`config.mk`:
```
export PLATFORM = sky130hd
export DESIGN_NAME = video_timing_gen
export DESIGN_NICKNAME = d
export VERILOG_FILES = /design/src/rtl/vtg_pkg.sv /design/src/rtl/vtg_axis_counter.sv /design/src/rtl/video_timing_gen.sv
export SDC_FILE = /design/constraint.sdc
export NUM_CORES = 1
export LEC_CHECK = 0
export ABC_AREA = 0
export CORE_MARGIN = 4
export CORE_UTILIZATION = 45
export CTS_CLUSTER_DIAMETER = 120
export DETAILED_ROUTE_END_ITERATION = 10
export PLACE_DENSITY_LB_ADDON = 0.25
export SETUP_SLACK_MARGIN = 0.2
export SYNTH_ARGS = -nofsm -noshare
export SYNTH_HDL_FRONTEND = slang
export SYNTH_SLANG_ARGS = --single-unit
export TNS_END_PERCENT = 5
```
`constraint.sdc`:
```
create_clock -name clock -period 3.45 [get_ports clock]
set_input_delay 0.69 -clock clock [delete_from_list [all_inputs] [get_ports clock]]
set_output_delay 0.69 -clock clock [all_outputs]
set_load 0.01 [all_outputs]
```
`src/rtl/vtg_pkg.sv`:
```
// Shared definitions for the raster timing generator and its per-axis counters.
// Provides the four-segment state encoding and a helper that sums segment lengths.
// Imported by vtg_axis_counter and video_timing_gen.
package vtg_pkg;

    // Segment order along either axis is fixed: ACTIVE -> FP -> SYNC -> BP -> ACTIVE.
    typedef enum logic [1:0] {
        ACTIVE = 2'd0,
        FP     = 2'd1,
        SYNC   = 2'd2,
        BP     = 2'd3
    } segState_t;

    // Total positions per axis (pixels per line, or lines per frame).
    function automatic int vtgTotal(input int activeLen, input int fpLen,
                                    input int syncLen, input int bpLen);
        return activeLen + fpLen + syncLen + bpLen;
    endfunction

endpackage

```
`src/rtl/vtg_axis_counter.sv`:
```
// Purpose: one raster axis: position counter plus ACTIVE/FP/SYNC/BP segment FSM.
// Latency: count/state are the values the registers hold after the coming clock edge.
// Backpressure: none; 'advance' low freezes every register.
//
// Ports:
//   clock, reset_n : pixel clock, asynchronous active-low reset
//   advance        : step one position on this edge
//   count, state   : post-edge position and segment (equal the registers when advance is low)
//   wrap           : current position is the last one; the next advance returns to 0
module vtg_axis_counter
    import vtg_pkg::*;
#(
    parameter int BUS_WIDTH  = 12,
    parameter int ACTIVE_LEN = 1920,
    parameter int FP_LEN     = 88,
    parameter int SYNC_LEN   = 44,
    parameter int BP_LEN     = 148
) (
    input  logic                 clock,
    input  logic                 reset_n,
    input  logic                 advance,
    output logic [BUS_WIDTH-1:0] count,
    output segState_t            state,
    output logic                 wrap
);

    localparam int TOTAL = vtgTotal(ACTIVE_LEN, FP_LEN, SYNC_LEN, BP_LEN);

    if (ACTIVE_LEN < 1 || FP_LEN < 1 || SYNC_LEN < 1 || BP_LEN < 1) begin : gBadSegment
        $error("vtg_axis_counter: every timing segment must be at least 1");
    end
    if (TOTAL - 1 >= (1 << BUS_WIDTH)) begin : gBadWidth
        $error("vtg_axis_counter: total-1 does not fit in BUS_WIDTH bits");
    end

    localparam logic [BUS_WIDTH-1:0] LAST     = BUS_WIDTH'(TOTAL - 1);
    localparam logic [BUS_WIDTH-1:0] RLD_ACT  = BUS_WIDTH'(ACTIVE_LEN - 1);
    localparam logic [BUS_WIDTH-1:0] RLD_FP   = BUS_WIDTH'(FP_LEN - 1);
    localparam logic [BUS_WIDTH-1:0] RLD_SYNC = BUS_WIDTH'(SYNC_LEN - 1);
    localparam logic [BUS_WIDTH-1:0] RLD_BP   = BUS_WIDTH'(BP_LEN - 1);

    logic [BUS_WIDTH-1:0] countQ, countN;
    logic [BUS_WIDTH-1:0] segQ, segN;       // positions left in the current segment, minus one
    segState_t            stateQ, stateN;

    assign wrap = (countQ == LAST);

    always_comb begin
        countN = countQ;
        stateN = stateQ;
        segN   = segQ;
        if (advance) begin
            countN = wrap ? '0 : countQ + BUS_WIDTH'(1);
            if (segQ == '0) begin
                // Segment exhausted: move on and reload with the new segment's length.
                unique case (stateQ)
                    ACTIVE:  begin stateN = FP;     segN = RLD_FP;   end
                    FP:      begin stateN = SYNC;   segN = RLD_SYNC; end
                    SYNC:    begin stateN = BP;     segN = RLD_BP;   end
                    default: begin stateN = ACTIVE; segN = RLD_ACT;  end
                endcase
            end else begin
                segN = segQ - BUS_WIDTH'(1);
            end
        end
    end

    // Reset parks the axis on the final BP position so the first advance lands on 0.
    always_ff @(posedge clock or negedge reset_n) begin
        if (!reset_n) begin
            countQ <= LAST;
            stateQ <= BP;
            segQ   <= '0;
        end else begin
            countQ <= countN;
            stateQ <= stateN;
            segQ   <= segN;
        end
    end

    assign count = countN;
    assign state = stateN;

endmodule

```
`src/rtl/video_timing_gen.sv`:
```
// Purpose: HDMI/DVI raster timing: hsync, vsync, DE, pixel coordinates, line/frame strobes.
// Latency: all outputs registered from post-update counters; xPos/DE/syncs agree each cycle.
// Backpressure: enable low holds all state and outputs; strobes read 0 while held.
//
// Ports:
//   clock, reset_n          : pixel clock, asynchronous active-low reset
//   enable                  : advance one pixel per clock when high
//   hSyncPulse, vSyncPulse  : syncs at HS_POL / VS_POL while in the SYNC segment
//   DE                      : high in the active region only
//   xPos, yPos              : active coordinates, 0 outside the active region
//   lineStart, frameStart   : one-cycle strobes at hCount==0 / (hCount==0 && vCount==0)
//   frameCount              : frames since reset, wrapping (only with VTG_FRAME_COUNT_EN)
// Build option: define VTG_FRAME_COUNT_EN to add the frameCount output.
module video_timing_gen
    import vtg_pkg::*;
#(
    parameter int BUS_WIDTH = 12,
    parameter int H_ACTIVE  = 1920,
    parameter int H_FP      = 88,
    parameter int H_SYNC    = 44,
    parameter int H_BP      = 148,
    parameter int V_ACTIVE  = 1080,
    parameter int V_FP      = 4,
    parameter int V_SYNC    = 5,
    parameter int V_BP      = 36,
    parameter bit HS_POL    = 1'b1,
    parameter bit VS_POL    = 1'b1
) (
    input  logic                 clock,
    input  logic                 reset_n,
    input  logic                 enable,
    output logic                 hSyncPulse,
    output logic                 vSyncPulse,
    output logic                 DE,
    output logic [BUS_WIDTH-1:0] xPos,
    output logic [BUS_WIDTH-1:0] yPos,
    output logic                 lineStart,
    output logic                 frameStart
`ifdef VTG_FRAME_COUNT_EN
    ,
    output logic [15:0]          frameCount
`endif
);

    logic [BUS_WIDTH-1:0] hCount, vCount;
    segState_t            hState, vState;
    logic                 hWrap, vWrap;
    logic                 deNext;

    vtg_axis_counter #(
        .BUS_WIDTH (BUS_WIDTH),
        .ACTIVE_LEN(H_ACTIVE),
        .FP_LEN    (H_FP),
        .SYNC_LEN  (H_SYNC),
        .BP_LEN    (H_BP)
    ) uHAxis (
        .clock  (clock),
        .reset_n(reset_n),
        .advance(enable),
        .count  (hCount),
        .state  (hState),
        .wrap   (hWrap)
    );

    // Lines step only on the pixel edge that ends a line.
    vtg_axis_counter #(
        .BUS_WIDTH (BUS_WIDTH),
        .ACTIVE_LEN(V_ACTIVE),
        .FP_LEN    (V_FP),
        .SYNC_LEN  (V_SYNC),
        .BP_LEN    (V_BP)
    ) uVAxis (
        .clock  (clock),
        .reset_n(reset_n),
        .advance(enable && hWrap),
        .count  (vCount),
        .state  (vState),
        .wrap   (vWrap)
    );

    assign deNext = (hState == ACTIVE) && (vState == ACTIVE);

    // hCount/vCount are post-edge values, so registering them here keeps every
    // output aligned with the counter position it describes.
    always_ff @(posedge clock or negedge reset_n) begin
        if (!reset_n) begin
            DE         <= 1'b0;
            xPos       <= '0;
            yPos       <= '0;
            hSyncPulse <= ~HS_POL;
            vSyncPulse <= ~VS_POL;
            lineStart  <= 1'b0;
            frameStart <= 1'b0;
        end else if (enable) begin
            DE         <= deNext;
            xPos       <= deNext ? hCount : '0;
            yPos       <= deNext ? vCount : '0;
            hSyncPulse <= (hState == SYNC) ? HS_POL : ~HS_POL;
            vSyncPulse <= (vState == SYNC) ? VS_POL : ~VS_POL;
            // Wrapping from the last position means this edge lands on position 0.
            lineStart  <= hWrap;
            frameStart <= hWrap && vWrap;
        end else begin
            lineStart  <= 1'b0;
            frameStart <= 1'b0;
        end
    end

`ifdef VTG_FRAME_COUNT_EN
    always_ff @(posedge clock or negedge reset_n) begin
        if (!reset_n) begin
            frameCount <= '0;
        end else if (enable && hWrap && vWrap) begin
            frameCount <= frameCount + 16'd1;
        end
    end
`endif

endmodule

```
# Word-level counts from Yosys, hierarchy flattened
# Cells that the tools add are included.
[totals] inputBits=3 out_inout_bits=29 reg_bits=81 word_cells=54
[op_classes] n_addsub=4 eq_ne=8 n_reduce_logical=9 muxes=20
[op_table] op="$mux 12" count=8
[op_table] op="$pmux 11 s3" count=2
[op_table] op="$add 12x1->12 const B" count=2
[op_table] op="$logic_not 12->1" count=2
[op_table] op="$sub 12x1->12 const B" count=2
[op_table] op="$eq 12x11->1 const B" count=1
[op_table] op="$eq 12x12->1 const B" count=1
[op_table] op="$pmux 2 s3" count=2
[op_table] op="$eq 2x2->1 const B" count=4
[op_table] op="$logic_not 2->1" count=4
[op_table] op="$mux 2" count=4
[op_table] op="$eq 2x1->1 const B" count=2
[op_table] op="$mux 1" count=4
[op_table] op="$logic_and 1x1->1" count=3

# Longest topological paths before layout
[logic_depth] word_depth=7 mapped_depth=8 depth_no_buf=7

# Modules after synthesis
# Synthesis repeated with hierarchy kept, for this count alone.
[hier_totals] hier_cells=394 hier_area_um2=4180.3
[modules_own_cells] mod="vtg_axis_counter at uHAxis" cells_each=150 instances=1 area_each_um2=1485.2 seq_area_each_um2=660.6
[modules_own_cells] mod="vtg_axis_counter at uVAxis" cells_each=149 instances=1 area_each_um2=1480.2 seq_area_each_um2=658.1
[modules_own_cells] mod="video_timing_gen" cells_each=95 instances=1 area_each_um2=1214.9 seq_area_each_um2=725.7

# Worst setup path after synthesis
# Ideal clock, no wire load.
[synth_path] path_kind="input port to flip-flop" from="in enable" to="reg xPos[10]" slack_ns=1.008 path_buffers=1 path_stages=6 arrival_ns=2.322 t_required_ns=3.330 cell_sequence="or4b_1 > nor4_2 > mux2i_1 > a21oi_4 > buf_6 > a31o_1"
[synth_via] elab_chain_len=5 word_cells_on_any_way=8
[synth_rtl] item="start, declared" line_no="video_timing_gen.sv:31" rtl="input logic enable,"
[synth_rtl] item="$logic_and 1x1->1" line_no="video_timing_gen.sv:75" rtl=".advance(enable && hWrap),"
[synth_rtl] item="$mux 2" line_no="vtg_axis_counter.sv:52" rtl="if (advance) begin"
[synth_rtl] item="$logic_not 2->1" line_no="video_timing_gen.sv:81" rtl="assign deNext = (hState == ACTIVE) && (vState == ACTIVE);"
[synth_rtl] item="$logic_and 1x1->1" line_no="video_timing_gen.sv:81"
[synth_rtl] item="$mux 12" line_no="video_timing_gen.sv:96" rtl="xPos <= deNext ? hCount : '0;"
[synth_rtl] item="end signal, assigned" line_no="video_timing_gen.sv:96"
[synth_rtl] item="end, declared" line_no="video_timing_gen.sv:35" rtl="output logic [BUS_WIDTH-1:0] xPos,"
# Several ways; a longest one is shown, not always the timed one.
# A chain may end at the register's enable or synchronous reset.

# Worst setup path after layout
[layout_path] from="reg uHAxis.countQ[11]" to="reg DE"
[layout_via] elab_chain_len=5
[layout_rtl] item="start, declared" line_no="vtg_axis_counter.sv:42" rtl="logic [BUS_WIDTH-1:0] countQ, countN;"
[layout_rtl] item="start signal, assigned" line_no="vtg_axis_counter.sv:75" rtl="countQ <= countN;"
[layout_rtl] item="$eq 12x12->1" line_no="vtg_axis_counter.sv:46" rtl="assign wrap = (countQ == LAST);"
[layout_rtl] item="$logic_and 1x1->1" line_no="video_timing_gen.sv:75"
[layout_rtl] item="$mux 2" line_no="vtg_axis_counter.sv:52"
[layout_rtl] item="$logic_not 2->1" line_no="video_timing_gen.sv:81"
[layout_rtl] item="$logic_and 1x1->1" line_no="video_timing_gen.sv:81"
[layout_rtl] item="end signal, assigned" line_no="video_timing_gen.sv:95" rtl="DE <= deNext;"
[layout_rtl] item="end, declared" line_no="video_timing_gen.sv:34" rtl="output logic DE,"
# Every way passes these cells.

==> key figures <==
Timing
  – Worst clock skew: 0.0106 ns
  – Measured slew at the worst slew-check pin: 1.01 ns
  – Setup TNS: 0 ns
  – Final cycle utilization of the critical path: 79.9%
  – Final Hold Viols: 0
  – Max-slew violation count: 0
  – Final setup fails: 0
  – Setup slack after layout: between 0.6 and 0.7 ns
  – F_max: between 300 and 400 MHz
  – RSZ-0062 raised after global routing: no
  – Slew HR: 32.8%
  – Fin crit period: 2.76 ns
  – Worst Hold Slack: 0.492 ns

Power
  – PwrDens: 474 nW/um^2
  – Leak: about 2.2 nW
  – Peak supply drop: around 290 uV

Clock network
  – Setup Buffers After CTS: 0
  – Clk_lat worst skew: 0.35 ns
  – TritonCTS Buffers: 9
  – CTS sink count: 81
  – CTS H-Tree Depth: 3
  – CTS tree: done
  – Root buf cell: clkbuf_8
  – # hold bufs at CTS: 0
  – Deepest clock path buffer count: 2
  – Post-CTS Resized: 0
  – Reg clk slew, reported paths: 0.08 ns

Logic synthesis
  – Post-Synth XOR/XNOR Area: under 10%
  – Syn avg cell area: 10.2 um^2
  – Post-synthesis compound-gate area fraction: 16.4%
  – Cell variety after synth: 61
  – Top FF cell, synth: dfrtp_1
  – Post-synthesis sequential area ratio: a little under half
  – Post-synthesis mux area share: under 10%
  – Cells after Synth: 416
  – Post-synth EDFFs: 0
  – Register bit total from synthesis: roughly 80
  – Yosys warning count: 0
  – Synth Area in Simple Gates: between 20% and 30%
  – Post-Syn Nets: 437
  – Largest family of logic cells by synthesized area: simple AND/OR/NAND/NOR gates
  – Synthesized area: 4260 um^2
  – Synth Area in Adders: 5.29%
  – Fraction of registers with async set/reset: 100%

GRT
  – Gr usage total: between 15 and 20%
  – First-pass GRT wire length: 15,900 um
  – Grt ovf: 0
  – Vias in the first global route: 3,148
  – Antenna violations before repair: 0
  – Largest net degree at the start of global routing: 82

Status
  – Status: finished, final reports clean

Finish
  – Layout cell share with drive strength beyond 1: 14.8%
  – Synthesis-to-finish area growth: 15.4%
  – Final core occ: 53.2%
  – Final Non-Filler Cells: about 580
  – Nets: 470
  – Ant diodes: 0

Worst setup path
  – Signal arrival time at the worst endpoint: between 2 and 3 ns
  – Setup crit start kind: flip-flop
  – Setup crit end kind: flip-flop
  – WP data required: 3.69 ns
  – Crit path kind: flip-flop to flip-flop
  – CP max FO: 17

Floorplanning
  – Die height: 105 um
  – Row cnt: 35
  – Starting Density: 46.1%
  – I/O Pins: 32
  – Core Region: 9240 um^2
  – Die X: 105 um
  – Die area: 11,100 um^2

Routing
  – 1st-iter DRT viols: ~150
  – Via Count: 3,238
  – First-pass detailed-route iteration total: 4
  – DRC errors left: 0
  – Post-Route WL: 9160 um
  – Via/cell ratio: 5.55
  – WL/cell: 15.7 um
  – Remaining antenna violation count: 0

Place
  – I/O Buffers: 31
  – Dpl hpwl: 6120 um
  – Placed cell count: 567
  – Pre-CTS setup slack: 0.697 ns
  – Routability cong.: 0.777

Flow run
  – Max-Cap Viols: 0

Worst hold path
  – Hold/Removal Path Class: flip-flop to flip-flop
==> cells by family (layout without fill, tap and decap cells) <==
family          after synthesis  count (layout)
fa+ha+maj                    18              18
flops                        81              81
xor+xnor                     13              13
buf+inv                      38              76
mux                          10              10
compound gates               99              99
simple gates                157             157
==> sequential cells by signal, indices dropped and copies added, names as in the netlist <==
| name | count |
|---|---|
| xPos | 12 |
| uVAxis.stateQ | 2 |
| uVAxis.segQ | 12 |
| hSyncPulse | 1 |
| lineStart | 1 |
| uHAxis.countQ | 12 |
| frameStart | 1 |
| vSyncPulse | 1 |
| DE | 1 |
| yPos | 12 |
| uHAxis.stateQ | 2 |
| uHAxis.segQ | 12 |
| uVAxis.countQ | 12 |
==> report_power, final <==
group          leakage [nW]  total (mW)  switching [mW]  internal, mW
Clock                 0.103       0.768           0.358         0.410
Combinational          1.07       0.364           0.195         0.169
Sequential            0.999        1.20           0.131          1.07
==> layout make-up <==
type,instances,area (um^2)
multi-input combinational,297,2060
fill,829,4320
inverter,23,86.3
clock buffer,10,128
sequential,81,2040
clock inverter,6,92.6
tap,129,161
timing repair buffer,37,348
==> cells in the final DEF, fill, tap and decap left out, types with 10 or more instances in the layout <==
| cell | count |
|---|---|
| nor2b_1 | 15 |
| o21ai_0 | 24 |
| dfstp_2 | 14 |
| nand2_1 | 36 |
| ha_1 | 18 |
| nor2_1 | 25 |
| inv_1 | 22 |
| a21oi_1 | 20 |
| nor3_1 | 13 |
| nand4_1 | 10 |
| nand3_1 | 15 |
| clkdlybuf4s50_1 | 29 |
| dfrtp_1 | 67 |
==> path summary, 6_finish.rpt <==
kind                       slack (ns)          endpoint  cells past startpoint         startpoint
setup reg to reg                 0.69                DE                      5  uHAxis.countQ[11]
max in group asynchronous        2.29  uVAxis.countQ[4]                      1            reset_n
setup / recovery                 0.69                DE                      5  uHAxis.countQ[11]
min in group asynchronous        0.50    uVAxis.segQ[9]                      1            reset_n
hold / removal                   0.49  uHAxis.countQ[1]                      2   uHAxis.countQ[1]
hold reg to reg                  0.49  uHAxis.countQ[1]                      2   uHAxis.countQ[1]
==> through the flow <==
step	area (um^2)	total power [mW]
2_1_floorplan	4260	1.41
3_3_place_gp	4700	1.56
3_5_place_dp	4700	1.58
4_1_cts	4920	2.35
5_1_grt	4920	2.45
6_report	4920	2.33
==> Yosys cell counts, types with 3 or more instances <==
cell type / count / share of area [%]
dfrtp_1: 67 / 39
nand2_1: 36 / 3.2
nor2_1: 25 / 2.2
o21ai_0: 24 / 2.8
inv_1: 22 / 1.9
a21oi_1: 20 / 2.3
ha_1: 18 / 5.3
nand3_1: 15 / 1.8
nor2b_1: 15 / 2.2
dfstp_2: 14 / 8.6
nor3_1: 13 / 1.5
clkbuf_1: 11 / 0.97
nand4_1: 10 / 1.5
a31o_1: 9 / 1.9
xnor2_1: 9 / 1.9
mux2_2: 8 / 2.1
a31o_2: 7 / 1.4
o2bb2ai_1: 7 / 1.4
nor4_1: 6 / 0.88
a21o_1: 5 / 0.88
and3_1: 5 / 0.73
a22o_1: 4 / 0.82
o21a_1: 4 / 0.70
a22oi_1: 3 / 0.53
nand2b_1: 3 / 0.44
nor3b_1: 3 / 0.53
nor4_2: 3 / 0.88
nor4b_1: 3 / 0.62
or3_1: 3 / 0.44
xor2_1: 3 / 0.62
==> worst max-delay path, stage by stage, from the launching register on <==
cell and delay [ns]:
dfstp_2 0.54, or4b_4 0.48, or4_4 0.62, o211ai_1 0.44, a21oi_4 0.24, mux2_2 0.32
==> per-layer routing <==
| metal | routed length (um) | GRT usage, % |
|---|---|---|
| met5 | 0 | 0 |
| met4 | 80 | 5.62 |
| met3 | 308 | 2.57 |
| met2 | 4250 | 27.1 |
| met1 | 4510 | 25.0 |
No activity file was read; power rests on OpenSTA's default activity.
